==> config.mk <==
export PLATFORM = sky130hd
export DESIGN_NAME = tilemem_ctrl
export DESIGN_NICKNAME = d
export VERILOG_FILES = /design/src/rtl/tile_pkg.sv /design/src/rtl/tile_cursor.sv /design/src/rtl/tilemem_ctrl.sv
export SDC_FILE = /design/constraint.sdc
export NUM_CORES = 1
export LEC_CHECK = 0
export CAP_MARGIN = 20
export CORE_ASPECT_RATIO = 1.4
export CORE_MARGIN = 1.5
export CORE_UTILIZATION = 46
export DETAILED_ROUTE_END_ITERATION = 10
export PLACE_DENSITY = 0.88
export SLEW_MARGIN = 20
export SYNTH_ARGS = -nofsm -noshare
export SYNTH_HDL_FRONTEND = slang
export SYNTH_SLANG_ARGS = --single-unit
==> constraint.sdc <==
create_clock -name px_clk -period 2.7 [get_ports px_clk]
set_clock_uncertainty 0.05 [all_clocks]
set_input_delay 0.405 -clock px_clk [delete_from_list [all_inputs] [get_ports px_clk]]
set_output_delay 0.405 -clock px_clk [all_outputs]
set_load 0.01 [all_outputs]
==> src/rtl/tile_pkg.sv <==
// Shared types and constants for the text-mode tile memory controller.
package tile_pkg;

    localparam int TILE_COLS = 40;
    localparam int TILE_ROWS = 30;
    localparam logic [7:0] CHAR_SPACE = 8'h20;

    typedef enum logic [1:0] {
        OP_PUTC    = 2'b00,
        OP_SETCUR  = 2'b01,
        OP_CLEAR   = 2'b10,
        OP_NEWLINE = 2'b11
    } cmd_op_t;

    typedef enum logic {
        ST_IDLE,
        ST_CLEAR
    } state_t;

endpackage

==> src/rtl/tile_cursor.sv <==
// Hardware text cursor: column, row and the matching linear tile address.
// The linear address is kept in step incrementally so no multiplier is needed
// on the PUTC/NEWLINE path; SETCUR rebuilds it with a constant shift-add.
module tile_cursor #(
    parameter int COLS = 40,
    parameter int ROWS = 30,
    parameter int AW   = 11
) (
    input  logic          clk,
    input  logic          rst,
    input  logic          advance,
    input  logic          newline,
    input  logic          load,
    input  logic          home,
    input  logic [5:0]    load_col,
    input  logic [4:0]    load_row,
    output logic [5:0]    col,
    output logic [4:0]    row,
    output logic [AW-1:0] addr
);

    localparam logic [5:0]    LAST_COL = 6'(COLS - 1);
    localparam logic [4:0]    LAST_ROW = 5'(ROWS - 1);
    localparam logic [AW-1:0] ROW_STEP = AW'(COLS);

    logic [5:0] sat_col;
    logic [4:0] sat_row;

    // row*COLS built from shifted copies of row for each set bit of COLS
    function automatic logic [AW-1:0] row_base(input logic [4:0] r);
        logic [AW-1:0] acc;
        acc = '0;
        for (int unsigned i = 0; i < 32; i++) begin
            if (COLS[i]) begin
                acc = acc + (AW'(r) << i);
            end
        end
        return acc;
    endfunction

    // Clamp requested position into the visible tile grid
    always_comb begin
        sat_col = (load_col > LAST_COL) ? LAST_COL : load_col;
        sat_row = (load_row > LAST_ROW) ? LAST_ROW : load_row;
    end

    // Cursor register: home/load/newline/advance, wrapping at the screen end
    always_ff @(posedge clk) begin
        if (rst || home) begin
            col  <= '0;
            row  <= '0;
            addr <= '0;
        end else if (load) begin
            col  <= sat_col;
            row  <= sat_row;
            addr <= row_base(sat_row) + AW'(sat_col);
        end else if (newline) begin
            col <= '0;
            if (row == LAST_ROW) begin
                row  <= '0;
                addr <= '0;
            end else begin
                row  <= row + 5'd1;
                addr <= addr + ROW_STEP - AW'(col);
            end
        end else if (advance) begin
            if (col == LAST_COL) begin
                col <= '0;
                if (row == LAST_ROW) begin
                    row  <= '0;
                    addr <= '0;
                end else begin
                    row  <= row + 5'd1;
                    addr <= addr + AW'(1);
                end
            end else begin
                col  <= col + 6'd1;
                addr <= addr + AW'(1);
            end
        end
    end

endmodule

==> src/rtl/tilemem_ctrl.sv <==
// Tile RAM arbiter: video fetch has absolute priority; host commands
// (PUTC/SETCUR/NEWLINE/CLEAR) use the port only in cycles without a fetch.
module tilemem_ctrl #(
    parameter int COLS = 40,
    parameter int ROWS = 30,
    parameter int AW   = 11
) (
    input  logic          px_clk,
    input  logic          rst,
    input  logic          vid_req,
    input  logic [AW-1:0] vid_addr,
    output logic          vid_valid,
    output logic [7:0]    vid_char,
    input  logic          cmd_valid,
    output logic          cmd_ready,
    input  logic [1:0]    cmd_op,
    input  logic [10:0]   cmd_data,
    output logic [AW-1:0] mem_addr,
    output logic          mem_we,
    output logic [7:0]    mem_wdata,
    input  logic [7:0]    mem_rdata,
    output logic          busy,
    output logic [5:0]    cur_col,
    output logic [4:0]    cur_row
);

    import tile_pkg::*;

    localparam logic [AW-1:0] LAST_ADDR = AW'(COLS * ROWS - 1);

    state_t        state;
    state_t        state_next;
    cmd_op_t       op;
    logic [AW-1:0] clr_addr;
    logic [AW-1:0] cur_addr;
    logic          clr_step;
    logic          do_adv;
    logic          do_nl;
    logic          do_load;
    logic          do_home;

    assign op       = cmd_op_t'(cmd_op);
    assign busy     = (state == ST_CLEAR);
    assign vid_char = mem_rdata;

    tile_cursor #(
        .COLS(COLS),
        .ROWS(ROWS),
        .AW  (AW)
    ) u_cursor (
        .clk     (px_clk),
        .rst     (rst),
        .advance (do_adv),
        .newline (do_nl),
        .load    (do_load),
        .home    (do_home),
        .load_col(cmd_data[5:0]),
        .load_row(cmd_data[10:6]),
        .col     (cur_col),
        .row     (cur_row),
        .addr    (cur_addr)
    );

    // Arbitration, command decode and CLEAR sequencing
    always_comb begin
        state_next = state;
        cmd_ready  = 1'b0;
        mem_addr   = cur_addr;
        mem_we     = 1'b0;
        mem_wdata  = '0;
        clr_step   = 1'b0;
        do_adv     = 1'b0;
        do_nl      = 1'b0;
        do_load    = 1'b0;
        do_home    = 1'b0;
        if (vid_req) begin
            mem_addr = vid_addr;
        end
        case (state)
            ST_IDLE: begin
                cmd_ready = !rst && !vid_req;
                if (cmd_valid && cmd_ready) begin
                    case (op)
                        OP_PUTC: begin
                            mem_we    = 1'b1;
                            mem_wdata = cmd_data[7:0];
                            do_adv    = 1'b1;
                        end
                        OP_SETCUR:  do_load    = 1'b1;
                        OP_NEWLINE: do_nl      = 1'b1;
                        OP_CLEAR:   state_next = ST_CLEAR;
                    endcase
                end
            end
            ST_CLEAR: begin
                // reset must abort without a stray write in its own cycle
                if (!vid_req && !rst) begin
                    mem_addr  = clr_addr;
                    mem_we    = 1'b1;
                    mem_wdata = CHAR_SPACE;
                    clr_step  = 1'b1;
                    if (clr_addr == LAST_ADDR) begin
                        state_next = ST_IDLE;
                        do_home    = 1'b1;
                    end
                end
            end
            default: state_next = ST_IDLE;
        endcase
    end

    // FSM state register
    always_ff @(posedge px_clk) begin
        if (rst) begin
            state <= ST_IDLE;
        end else begin
            state <= state_next;
        end
    end

    // Clear address counter, parked at zero whenever idle
    always_ff @(posedge px_clk) begin
        if (rst || state == ST_IDLE) begin
            clr_addr <= '0;
        end else if (clr_step) begin
            clr_addr <= clr_addr + AW'(1);
        end
    end

    // Video fetch result is valid one cycle after the request
    always_ff @(posedge px_clk) begin
        if (rst) begin
            vid_valid <= 1'b0;
        end else begin
            vid_valid <= vid_req;
        end
    end

endmodule

Word-level counts from Yosys, hierarchy flattened
Cells that the tools add are included. W data, S select, Z words.

Word-level logic and storage cells: 82. Input port bits: 36. Bits in registers: 35. Output and inout bits: 42.

Bitwise logic cells: 1. Muxes and demuxes: 49. Add/sub/neg operators: 8. Equality and inequality tests: 6. Reduce and logical (&&, ||, !) cells: 10. Order comparisons: 2.

Operator list (number): $mux W11 (13); $mux W6 (6); $mux W5 (6); $add A11 B1 Y11 const B (2); $mux W1 (19); $mux W8 (2); $pmux W8 S2 (1); $add A11 B10 Y11 (1); $add A11 B6 Y11 (1); $add A11 B6 Y11 const B (1); $eq A11 B11 Y1 const B (1); $sub A11 B6 Y11 (1); $add A6 B1 Y6 const B (1); $eq A6 B6 Y1 const B (1); $gt A6 B6 Y1 const B (1); $reduce_bool A3 Y1 (2); $add A5 B1 Y5 const B (1); $eq A5 B5 Y1 const B (1); $gt A5 B5 Y1 const B (1); $eq A2 B2 Y1 const B (2); $pmux W1 S2 (2); $eq A2 B1 Y1 const B (1); $logic_and A1 B1 Y1 (2); $logic_not A1 Y1 (2); 4 further kinds (5).

Logic depth before layout (Yosys ltp)
Gate-level depths: netlist of run 1.

Word-level depth: 12. Depth in mapped cells: 11. Depth with buffers taken out: 11.

By module
Synthesis of run 1 repeated with hierarchy kept, for this count alone.

Cells, all modules: 438. Area, all modules: 3340.7 um2.

By module, submodules not included: tile_cursor (cells each 304, times used 1, area an instance 2304.7 um2, seq. area each 440.4 um2); tilemem_ctrl (cells each 134, times used 1, area an instance 1036.0 um2, seq. area each 260.2 um2).

Worst setup path after synthesis of run 1
OpenSTA, ideal clock, no wires.

Path type: input to register. Start: input port cmd_data[9]. End: register u_cursor.addr[10]. Stages: 9. Setup slack: 0.031 ns. Buffers on the path: 1. Library setup time: 0.112 ns. Arrival time: 2.507 ns. Required time: 2.538 ns. Path through: clkbuf_1 a41o_1 ha_1 inv_1 fa_1 xnor2_1 nor3b_1 a41oi_1 a2111oi_1.

Longest elaborated chain between the ends: 9.

Ends and longest elaborated chain: from (decl) (line tilemem_ctrl.sv:17) `input logic [10:0] cmd_data,`; $gt A5 B5 Y1 (line tile_cursor.sv:44) `sat_row = (load_row > LAST_ROW) ? LAST_ROW : load_row;`; $mux W5 * (line tile_cursor.sv:44); $mux W11 (line tile_cursor.sv:53) `end else if (load) begin`; $mux W11 (line tile_cursor.sv:49) `if (rst || home) begin`; $add A11 B10 Y11 * (line tile_cursor.sv:35) `acc = acc + (AW'(r) << i);`; $mux W11 * (line tile_cursor.sv:53); $mux W11 * (line tile_cursor.sv:49); $add A11 B6 Y11 * (line tile_cursor.sv:56) `addr <= row_base(sat_row) + AW'(sat_col);`; $mux W11 * (line tile_cursor.sv:53); to (signal assigned) (line tile_cursor.sv:56); to (signal assigned) (line tile_cursor.sv:64) `addr <= addr + ROW_STEP - AW'(col);`; to (signal assigned) (line tile_cursor.sv:74) `addr <= addr + AW'(1);`; to (decl) (line tile_cursor.sv:19) `output logic [AW-1:0] addr`.

Every way passes the cells marked *; elsewhere a longest branch is shown, timed or not. The select of a mux whose other input is x is not followed. A chain may end at the register's enable or synchronous reset.

Worst setup path after layout of run 1
Start: register u_cursor.col[1]. End: register u_cursor.addr[9].

Longest elaborated chain between the ends: 5. Elaborated cells between the ends (all ways): 7. Those cells by class: add/sub (1); eq/ne (1); mux (5).

Ends and longest elaborated chain: from (decl) (line tile_cursor.sv:17) `output logic [5:0] col,`; from (signal assigned) (line tile_cursor.sv:54) `col <= sat_col;`; from (signal assigned) (line tile_cursor.sv:77) `col <= col + 6'd1;`; parallel branches: the longest is 3 deep, another holds $sub A11 B6 Y11; $mux W11 * (line tile_cursor.sv:57) `end else if (newline) begin`; $mux W11 * (line tile_cursor.sv:53).

Every way passes the cells marked *. The select of a mux whose other input is x is not followed.

==> results of run 1 <==
[kinds of logic after synthesis]
family	Yosys count
mux	12
fa+ha+maj	32
compound gates	96
xor+xnor	39
simple gates	133
flops	35
buf+inv	54
[cell usage in the layout (no fill, tap or decap), types with 8 or more instances in the layout]
master           count
dlymetal6s2s_1      12
xnor2_1             23
clkdlybuf4s50_1     37
o21ai_0             18
dfxtp_1             33
nor2_1              37
buf_4               56
and2_1               8
nand3_1             19
inv_1               25
nor3_1              11
mux2i_1             12
ha_1                23
dlygate4sd2_1       12
a21oi_1             16
nand2_1             25
xor2_1              15
[layer usage]
| layer | GRT usage, % | wire, um | up-vias |
|---|---|---|---|
| met1 | 27.7 | 3640 | 1553 |
| met5 | 0 | 0 | - |
| met3 | 2.96 | 561 | 39 |
| li1 | - | - | 1614 |
| met4 | 11.8 | 393 | 0 |
| met2 | 47.4 | 5010 | 152 |
[final timing paths]
check / from / endpoint / slack, ns / cells past startpoint
min reg2reg: u_cursor.addr[8] / u_cursor.addr[8] / 0.47 / 2
max: u_cursor.col[1] / u_cursor.addr[9] / 0.08 / 10
max reg2reg: u_cursor.col[1] / u_cursor.addr[9] / 0.08 / 10
min: u_cursor.addr[8] / u_cursor.addr[8] / 0.47 / 2
[repair_timing]
item,CTS,global route
setup endpoints to repair,21,11
resized for setup,20,32
setup buffers,0,3
pin swaps,0,19
[sequential cells by signal, summed over array words and instances (netlist names)]
name,flops
busy,1
clr_addr,11
u_cursor.addr,11
u_cursor.col,6
u_cursor.row,5
vid_valid,1
[per-stage QoR]
step	total power, W	utilization, %	setup TNS [ns]	cell area, um^2
global route	0.00140	65.4	-0.00922	4500
floorplan	0.000757	-	0	3230
finish	0.00134	65.4	0	4500
detailed placement	0.000931	61.5	-1.87	4240
global placement	0.000919	61.5	-1.32	4240
CTS	0.00132	63.2	-0.0229	4360
[power by group]
group	leakage, nW	switching (W)	internal, W
Sequential	0.284	0.00000914	0.000525
Combinational	1.78	0.000200	0.000221
Clock	0.0470	0.000188	0.000200
[Yosys cell counts, types with 3 or more instances]
library cell  instances
nor2_1               37
dfxtp_1              35
ha_1                 29
inv_1                26
nand2_1              26
xnor2_1              24
nand3_1              21
o21ai_0              19
a21oi_1              18
xor2_1               15
clkbuf_1             14
mux2i_1              12
nor3_1               11
a221oi_1              8
and2_1                8
buf_4                 8
a211oi_1              7
and3_1                6
nor2b_1               6
a22oi_1               5
o21bai_1              4
buf_2                 3
buf_6                 3
fa_1                  3
o211ai_1              3
o21a_1                3
[worst reg2reg max path, stage by stage (launching register included)]
cell,delay [ns]
dfxtp_2,0.34
inv_2,0.05
ha_4,0.24
ha_4,0.16
fa_2,0.41
a21oi_2,0.20
o211ai_1,0.15
o41ai_2,0.34
xnor2_1,0.20
a221oi_2,0.11
a2111oi_2,0.28
[area by class of cell]
type / instances / area [um^2] / area share, %
Timing Repair Buffer: 119 / 1090 / 24.1
Clock inverter: 1 / 5.00 / 0.111
Sequential cell: 35 / 703 / 15.6
Inverter: 26 / 97.6 / 2.17
Tap cell: 95 / 119 / 2.64
Multi-Input combinational cell: 312 / 2410 / 53.5
Clock buffer: 6 / 82.6 / 1.83
==> impl_metrics.ini, run 1 <==
[placed_design]
numPortBuffers = 61
gp_congestion = 0.888
dp_hpwl_mm = 7.05
dp_cells = 584
dp_worst_setup_slack_ns = -0.245

[grt]
grt_max_degree = 34
grt_pass1_vias = 3345
grt_pass1_wl_mm = 15.0
grt_usage_pct = 25.3
grt.overflow.total = 0
antenna_found_initial = 0

[synth]
ys_seq_area_share_pct = 21.7
synth_ff_type = dfxtp_1
synth_area_leaders = dfxtp_1, ha_1, xnor2_1
synthMuxAreaShare_pct = 3.72
synthAdderAreaFrac_pct = 13.1
synth_top_area_cell = dfxtp_1
syn_avg_cell_area_um2 = 8.06
synthSimpleGateAreaFrac_pct = 21.6
synth-compound-area-share_pct = 21.4
yosysUniqueCellTypes = 63
synth_top_area_share_pct = 21.7
synth_top_family_by_area = simple AND/OR/NAND/NOR gates
syn_area_um2 = 3230
ys_seq_elements = 35
async_reset_ff_share_pct = 0
ys_warn_count = 0
syn_nets = 469
synth_edf_count = 0
netlist_instances = 401
synth-xor-area-share_pct = 10.6

[detailed_routing]
drc = 0
routed_wl_mm = 9.61
dr_total_vias = 3358
initialDrtViolationCount = 226
drt_first_pass_iters = 6
wl_per_cell_um = 16.2
antenna_left = 0
via_per_inst = 5.65

[cells_and_area]
fillers = 568
n_antenna_cell = 0
layoutNonFillerInstCount = 594
layout-drive-gt1-share_pct = 20.0
area_growth_pct = 39.4
fin_nets = 567

[timing]
setup_viol = 0
min_period_ns = 2.62
fin_crit_sh_pct = 97.0
worst_hold_slack_ns = 0.472
hold_viol = 0
finalMaxSlewViolations = 0
fmax_mhz = 382
worst-slew-pin-transition_ns = 0.951
slew_headroom_pct = 36.1
fin_ws_ns = 0.0811

[clock_network]
clk_pin_slew_ns = 0.07
clock_sinks = 35
clk_path_buf_depth = 2
h-tree-depth = 2
clk_latency_ns = 0.29
cts_tree = done
numCtsBuffers = 5
postCtsHoldBufs = 0
clk_root_buffer_cell = clkbuf_8

[critical_path]
startpoint_type = flop
crit_path_cell_trace = inv_2, ha_4, ha_4, fa_2, a21oi_2, o211ai_1, o41ai_2, xnor2_1, a221oi_2, a2111oi_2
setup.worst_path.end_class = flop
slowest_stage = fa_2
required_ns = 2.84
path_common_cell = ha_4
max_stage_delay_ns = 0.41
critical_path.top_delay_family = compound AO/OA/AOI/OAI gates
crit_type = reg2reg
path_max_fanout = 2
cp_num_buf_inv = 1
worstPathArrival_ns = 2.76

[run]
cap_violations = 0

[die]
die_h_um = 102
fp.dieW_um = 73.8
ios = 78
coreArea_um2 = 6890
die_area_um2 = 7540
rows = 36
initial_core_util_pct = 46.9

[min_path]
hp-class = reg2reg

[power]
power_density_nw_per_um2 = 298
max-vdd-ir-drop_uv = 252
p_leak_nw = 2.11

[status]
status = finished, final reports clean
(Power assumes the default switching activity.)
==> run 2, diff against run 1 <==
- CORE_UTILIZATION: 46 -> 51
- PLACE_DENSITY: 0.88 -> 0.92
- SLEW_MARGIN: 20 -> 30
- clock period: 2.7 -> 3 ns (I/O delays scaled with it)
==> run 2 against run 1 <==
  * Critical endpoint is now mem_wdata[4]
  * Power is 5.4% lower
  * Wire length is 3.6% lower
  * Global-route usage is 0.95 points higher
  * Clock power is 18% higher
  * Clock-buffer cell count stayed put
  * Register-to-register slack better by 0.11 ns
  * Combinational power is 22% lower
  * Largest power group unchanged
  * Sequential share of layout area is 1.3 points higher
  * Via count is 0.54% lower
==> impl_metrics.ini, run 2 (synthesis results as in run 1) <==
[die]
initial_core_util_pct = 52.4
die_h_um = 97.2
ios = 78
fp.dieW_um = 70.3
die_area_um2 = 6830
coreArea_um2 = 6170
rows = 34

[detailed_routing]
routed_wl_mm = 9.27
antenna_left = 0
via_per_inst = 6.13
drt_first_pass_iters = 5
initialDrtViolationCount = 161
dr_total_vias = 3340
drc = 0
wl_per_cell_um = 17.0

[cells_and_area]
area_growth_pct = 28.2
largestRegisters = clr_addr (11), u_cursor.addr (11), u_cursor.col (6)
final_cell_mix = clkdlybuf4s50_1, nor2_1, dfxtp_1
final_common_cell = clkdlybuf4s50_1
layoutNonFillerInstCount = 545
fin_util_pct = 67.2
final_area_um2 = 4140
layout-drive-gt1-share_pct = 11.4
n_antenna_cell = 0
fin_nets = 540

[min_path]
hp-class = reg2reg

[status]
status = finished, final reports clean

[placed_design]
dp_worst_setup_slack_ns = -0.0484
dp_hpwl_mm = 6.90
numPortBuffers = 61
dpl-instance-area_um2 = 4000
gp_congestion = 0.986
dp_cells = 537

[critical_path]
worstPathArrival_ns = 2.45
setup.worst_path.end_class = primary output
slowest_stage = clkdlybuf4s50_1
crit_type = in2out
critical_path.top_delay_family = buffers and inverters
crit_path_cell_trace = clkdlybuf4s50_1, nor4b_1, nor3b_2, buf_4, and2_1, clkdlybuf4s50_1
path_common_cell = clkdlybuf4s50_1
path_max_fanout = 7
required_ns = 2.50
max_stage_delay_ns = 0.54
startpoint_type = input pin
cp_num_buf_inv = 3

[timing]
hold_viol = 0
worst_hold_slack_ns = 0.499
setup_viol = 0
worst-slew-pin-transition_ns = 0.769
fin_crit_sh_pct = 98.4
fmax_mhz = 339
finalMaxSlewViolations = 0
fin_ws_ns = 0.0469
slew_headroom_pct = 48.0
min_period_ns = 2.95

[clock_network]
clk_path_buf_depth = 2
clk_latency_ns = 0.29
h-tree-depth = 2
postCtsHoldBufs = 0
cts_tree = done
clk_root_buffer_cell = clkbuf_8
clock_sinks = 35
clk_pin_slew_ns = 0.07
numCtsBuffers = 5

[power]
p_leak_nw = 1.74
max-vdd-ir-drop_uv = 194
power_density_nw_per_um2 = 307

[grt]
grt_usage_pct = 26.3
antenna_found_initial = 0
grt_max_degree = 34
grt_pass1_vias = 3217
grt.overflow.total = 0
grt_pass1_wl_mm = 14.7

[run]
cap_violations = 0
## run 2: what timing repair did
item | in CTS | in global routing
setup buffers | 0 | 0
endpoints found under the setup margin | 0 | 10
gates resized for setup | 0 | 4
## run 2: path summary, 6_finish.rpt
kind | from | to | slack [ns] | depth (start not counted)
min reg2reg | u_cursor.addr[3] | u_cursor.addr[3] | 0.50 | 2
max | rst | mem_wdata[4] | 0.05 | 6
min | u_cursor.addr[3] | u_cursor.addr[3] | 0.50 | 2
max reg2reg | u_cursor.col[1] | u_cursor.addr[9] | 0.19 | 10
## run 2: final cells by class
type | instances | area (um^2)
Fill cell | 496 | 2020
Tap cell | 72 | 90.1
Multi-Input combinational cell | 312 | 2290
Timing Repair Buffer | 92 | 843
Sequential cell | 35 | 701
Clock inverter | 2 | 35.0
Clock buffer | 6 | 82.6
Inverter | 26 | 97.6
## run 2: worst register-to-register path, cell delays in order (launching register included)
cell and delay [ns]:
dfxtp_1 0.38, inv_1 0.09, ha_1 0.33, ha_1 0.25
fa_1 0.45, a21oi_2 0.18, o211ai_1 0.17, o41ai_2 0.25
xnor2_1 0.19, a221oi_2 0.10, a2111oi_2 0.28
## run 2: power by group
part           internal, W  total (W)  leakage (nW)  switching [W]
clock             0.000269   0.000458        0.0612       0.000189
sequential        0.000472   0.000484         0.283      0.0000117
combinational     0.000169   0.000329          1.40       0.000160
## run 2: routing by layer
layer	track usage [%]	vias to the layer above	part of all wire, %
met5	0	-	0
met4	10.5	0	2.9
met3	3.94	35	6.1
met2	50.8	165	54
met1	27.4	1578	36
li1	-	1562	-
## run 2: through the flow
stage | setup TNS [ns] | total power [W]
floorplan | 0 | 0.000682
global placement | 0 | 0.000800
detailed placement | -0.0503 | 0.000812
CTS | 0 | 0.00126
global route | -0.316 | 0.00131
finish | 0 | 0.00127
